## config.mk

```make
export PLATFORM = sky130hd
export DESIGN_NAME = stack_error_lifo
export DESIGN_NICKNAME = d
export VERILOG_FILES = /design/src/rtl/stack_error_lifo.sv
export SDC_FILE = /design/constraint.sdc
export NUM_CORES = 1
export LEC_CHECK = 0
export CAP_MARGIN = 20
export CELL_PAD_IN_SITES_DETAIL_PLACEMENT = 0
export CELL_PAD_IN_SITES_GLOBAL_PLACEMENT = 1
export CORE_MARGIN = 8
export CORE_UTILIZATION = 35
export DETAILED_ROUTE_END_ITERATION = 7
export PLACE_DENSITY = 0.66
export SYNTH_ARGS = -nofsm -noshare
export SYNTH_HDL_FRONTEND = slang
export SYNTH_SLANG_ARGS = --single-unit
```

## constraint.sdc

```tcl
create_clock -name clk -period 5.8 [get_ports clk]
set_clock_uncertainty 0.05 [all_clocks]
set_input_delay 1.16 -clock clk [delete_from_list [all_inputs] [get_ports clk]]
set_output_delay 1.16 -clock clk [all_outputs]
set_load 0.02 [all_outputs]
```

## src/rtl/stack_error_lifo.sv

```systemverilog
// 4-entry LIFO stack with registered pop data, empty/full flags and an illegal-request error flag.
// Define STACK_ERROR_STICKY_EN to make error sticky until rst; the default build makes it a per-cycle flag.
module stack_error_lifo #(
    parameter int DATA_W = 8,
    parameter int ADDR_W = 2
) (
    input  logic              clk,
    input  logic              rst,
    input  logic              push,
    input  logic              pop,
    input  logic [DATA_W-1:0] write_data,
    output logic [DATA_W-1:0] read_data,
    output logic              empty,
    output logic              full,
    output logic              error
);

    localparam int                DEPTH    = 1 << ADDR_W;
    localparam logic [ADDR_W:0]   CNT_ONE  = (ADDR_W+1)'(1);
    localparam logic [ADDR_W:0]   CNT_FULL = (ADDR_W+1)'(DEPTH);
    localparam logic [ADDR_W-1:0] PTR_ONE  = ADDR_W'(1);

    logic [ADDR_W:0]   count;
    logic [ADDR_W-1:0] write_pointer;
    logic [ADDR_W-1:0] read_pointer;
    logic [DATA_W-1:0] mem [DEPTH];

    logic do_push;
    logic do_pop;
    logic illegal;

    assign empty = (count == '0);
    assign full  = (count == CNT_FULL);

    // Simultaneous push+pop is always illegal, even when one of them alone would be legal.
    assign do_push = push && !pop && !full;
    assign do_pop  = pop && !push && !empty;
    assign illegal = (push && pop) || (push && full) || (pop && empty);

    always_ff @(posedge clk) begin
        if (rst) begin
            count         <= '0;
            write_pointer <= '0;
            read_pointer  <= '1;
            read_data     <= '0;
            error         <= 1'b0;
        end else begin
            if (do_push) begin
                count         <= count + CNT_ONE;
                write_pointer <= write_pointer + PTR_ONE;
                read_pointer  <= read_pointer + PTR_ONE;
            end else if (do_pop) begin
                read_data     <= mem[read_pointer];
                count         <= count - CNT_ONE;
                write_pointer <= write_pointer - PTR_ONE;
                read_pointer  <= read_pointer - PTR_ONE;
            end
`ifdef STACK_ERROR_STICKY_EN
            error <= error || illegal;
`else
            error <= illegal;
`endif
        end
    end

    // Storage carries no reset; writes are blocked while rst is high.
    always_ff @(posedge clk) begin
        if (!rst && do_push) begin
            mem[write_pointer] <= write_data;
        end
    end

endmodule

```

==> flow_summary_export.csv <==
group,metric,value,unit
run_status,outcome,"complete, no violations",
placement,pre_cts_slack,2.01,ns
clock_tree,cts_tree,"done",
clock_tree,cts_setup_buffers,0,
clock_tree,cts_buffers,5,
sta,finalHoldWorstSlack,0.453,ns
logic_synthesis,post-synth-top-area-fraction,0.504,
sta,worst_pin_slew,1.00,ns
logic_synthesis,ys_seq_area_frac,0.671,
critical_path,crit_start,"rst",
clock_tree,hold_buffers,0,
routing,dr_total_vias,1019,
global_route,grt_pass1_vias,1057,
routing,dr.max_layer_used,"met4",
logic_synthesis,post-synth-top-count-cell,"edfxtp_1",
clock_tree,root_buffer,"clkbuf_8",
global_route,grt_pass1_wl,5350,um
sta,finalSetupViolCount,0,
pwr,power,0.000800,W
floorplanning,die_w,89.8,um
finish,num-fill-cells,488,
floorplanning,start_util,0.355,
finish,area_growth,20.2,%
job,maxCapViolCount,0,
pwr,cellLeakagePower,0.759,nW
global_route,antenna_found_initial,0,
floorplanning,row_count,27,
clock_tree,max-clock-path-buffers,2,
floorplanning,dieArea,0.00807,mm^2
logic_synthesis,async_flop_share,0,
logic_synthesis,synth_common_cells,"32 x edfxtp_1, 16 x dfxtp_1, 16 x nor2_1",
critical_path,cp.arrival,3.16,ns
critical_path,start_kind,"input port",
sta,hold_viol_final,0,
routing,routed-wl-met3,140,um
finish,nets,158,
finish,drive_gt1_frac,0.171,
sta,maxSlewViolCount,0,
routing,routed_wl,3240,um
logic_synthesis,netlist_area,0.00191,mm^2
routing,dr_wl_met2,1620,um
pwr,cellPowerDensity,349,mW/mm^2
global_route,grt_max_degree,21,
critical_path,crit_type,"in2reg",
logic_synthesis,netlist_instances,118,
sta,fin_crit_sh,0.553,
finish,multiInputGateArea,599,um^2
clock_tree,htreeDepth,2,
critical_path,crit_end,"mem[2][1]",
logic_synthesis,synth_nets,131,
clock_tree,path_clk_slew,0.09,ns
clock_tree,worstSkewPairLatency,0.29,ns
logic_synthesis,ys.flop_type,"edfxtp_1",
critical_path,r2r-end,"mem[2][1]",
placement,dp.cells,208,
global_route,track_usage,0.0838,
global_route,grt.overflow.total,0,
placement,dp.final_hpwl,2240,um
logic_synthesis,synth_area_per_cell,16.2,um^2
placement,place.gp.congestion,0.735,
placement,io_buffers,22,
floorplanning,die_h,89.8,um
logic_synthesis,yosys.cell_types.count,27,
critical_path,crit_required,5.75,ns
logic_synthesis,ys_ff_latch,48,
sta,tns,0,ns
sta,fin_crit,3.21,ns
floorplanning,ios,23,
routing,drt-met1-wl,1450,um
routing,drc,0,
logic_synthesis,ys_top_cells_by_area,"edfxtp_1 50%, dfxtp_1 17%, mux4_2 9.4%, mux2i_1 5.2%, nor2_1 3.1%",
critical_path,ff2ff_path_depth,5,
sta,fin_ws,2.59,ns
logic_synthesis,synth_edf_count,32,
worst_hold_path,hold_class,"reg2reg",
pwr,ir_worst_vdd,0.159,mV
critical_path,r2r_slack,3.58,ns
floorplanning,core_area,0.00537,mm^2
finish,stdcell_count,218,
logic_synthesis,synth_area_leader_cell,"edfxtp_1",
routing,firstDrtPassIters,4,
finish,antenna_cells,0,
clock_tree,cts_num_sinks,48,
clock_tree,cts_repair_resize_count,0,
sta,slew_headroom,0.327,
routing,drtAntennaViolNets,0,
sta,fmax,0.312,GHz
routing,drt_iter0_markers,93,
routing,viasPerCell,4.67,
finish,register_area,0.00128,mm^2
sta,rsz0062_at_grt,"false",
critical_path,path_max_fanout,20,
critical_path,r2r_start,"count[1]",
routing,wire_per_inst,14.8,um
logic_synthesis,ys_warn_count,0,
critical_path,end_kind,"register",
[power breakdown]
group / internal (W) / switching, W / leakage, nW / total [W]
sequential: 0.000394 / 0.0000399 / 0.420 / 0.000434
clock: 0.0000843 / 0.000105 / 0.0412 / 0.000189
combinational: 0.000102 / 0.0000752 / 0.298 / 0.000178
total: 0.000580 / 0.000220 / 0.759 / 0.000800
[worst max-delay path, cell delays in order]
cell and delay [ns]:
clkdlybuf4s50_1 0.78, nand2b_1 0.37, nor3b_1 0.57, buf_4 0.27
[per-layer routing]
metal	up-vias	track usage
met1	505	0.101
li1	492	-
met5	-	0
met2	20	0.130
met4	0	0.0339
met3	2	0.0341
[cells by family after synthesis]
kind of cell / after synthesis / share of synthesized area
adders and majority gates: 1 / 0.00656
DFF: 48 / 0.671
buffers and inverters: 5 / 0.0144
AOI/OAI and AO/OA: 4 / 0.0131
xor gates and xnor gates: 6 / 0.0275
muxes: 21 / 0.168
and+or+nand+nor: 33 / 0.0990
[registers in the layout, indices dropped and copies added (netlist names)]
name,cells
count,3
error,1
mem,32
read_data,8
read_pointer,2
write_pointer,2
[area by class of cell]
cell class | instances | share of cell area
repair buffers | 25 | 0.104
flip-flops and latches | 48 | 0.559
clock buffers | 6 | 0.0316
well taps | 72 | 0.0393
clock inverters | 2 | 0.00546
multi-input cells | 65 | 0.261
[how the worst min path moves through the flow]
stage            startpoint            to  slack (ns)  depth (start not counted)
2_1_floorplan      count[1]      count[1]        0.47                          2
3_3_place_gp   read_data[2]  read_data[2]        0.43                          2
3_5_place_dp   read_data[2]  read_data[2]        0.44                          2
4_1_cts        read_data[4]  read_data[4]        0.46                          2
5_1_grt        read_data[5]  read_data[5]        0.49                          2
6_report       read_data[2]  read_data[2]        0.45                          2
[through the flow]
stage                      util  area (um^2)
after floorplan               -         1910
after global placement    0.408         2190
after detailed placement  0.409         2200
after CTS                 0.425         2280
after global routing      0.427         2290
final                     0.427         2290
[layout by cell type, fill, tap and decap left out, types with 2 or more instances in the layout]
cell and n:
a21oi_1 2, nand2_1 3, mux2i_1 10, nand2b_1 3, mux4_2 8, clkdlybuf4s50_1 22
nor2b_1 3, nor3b_1 2, nor3b_2 2, nor2_1 16, clkbuf_8 5, xnor2_1 5
buf_2 2, dfxtp_1 16, edfxtp_1 32
No activity file was read; power rests on OpenSTA's default activity.
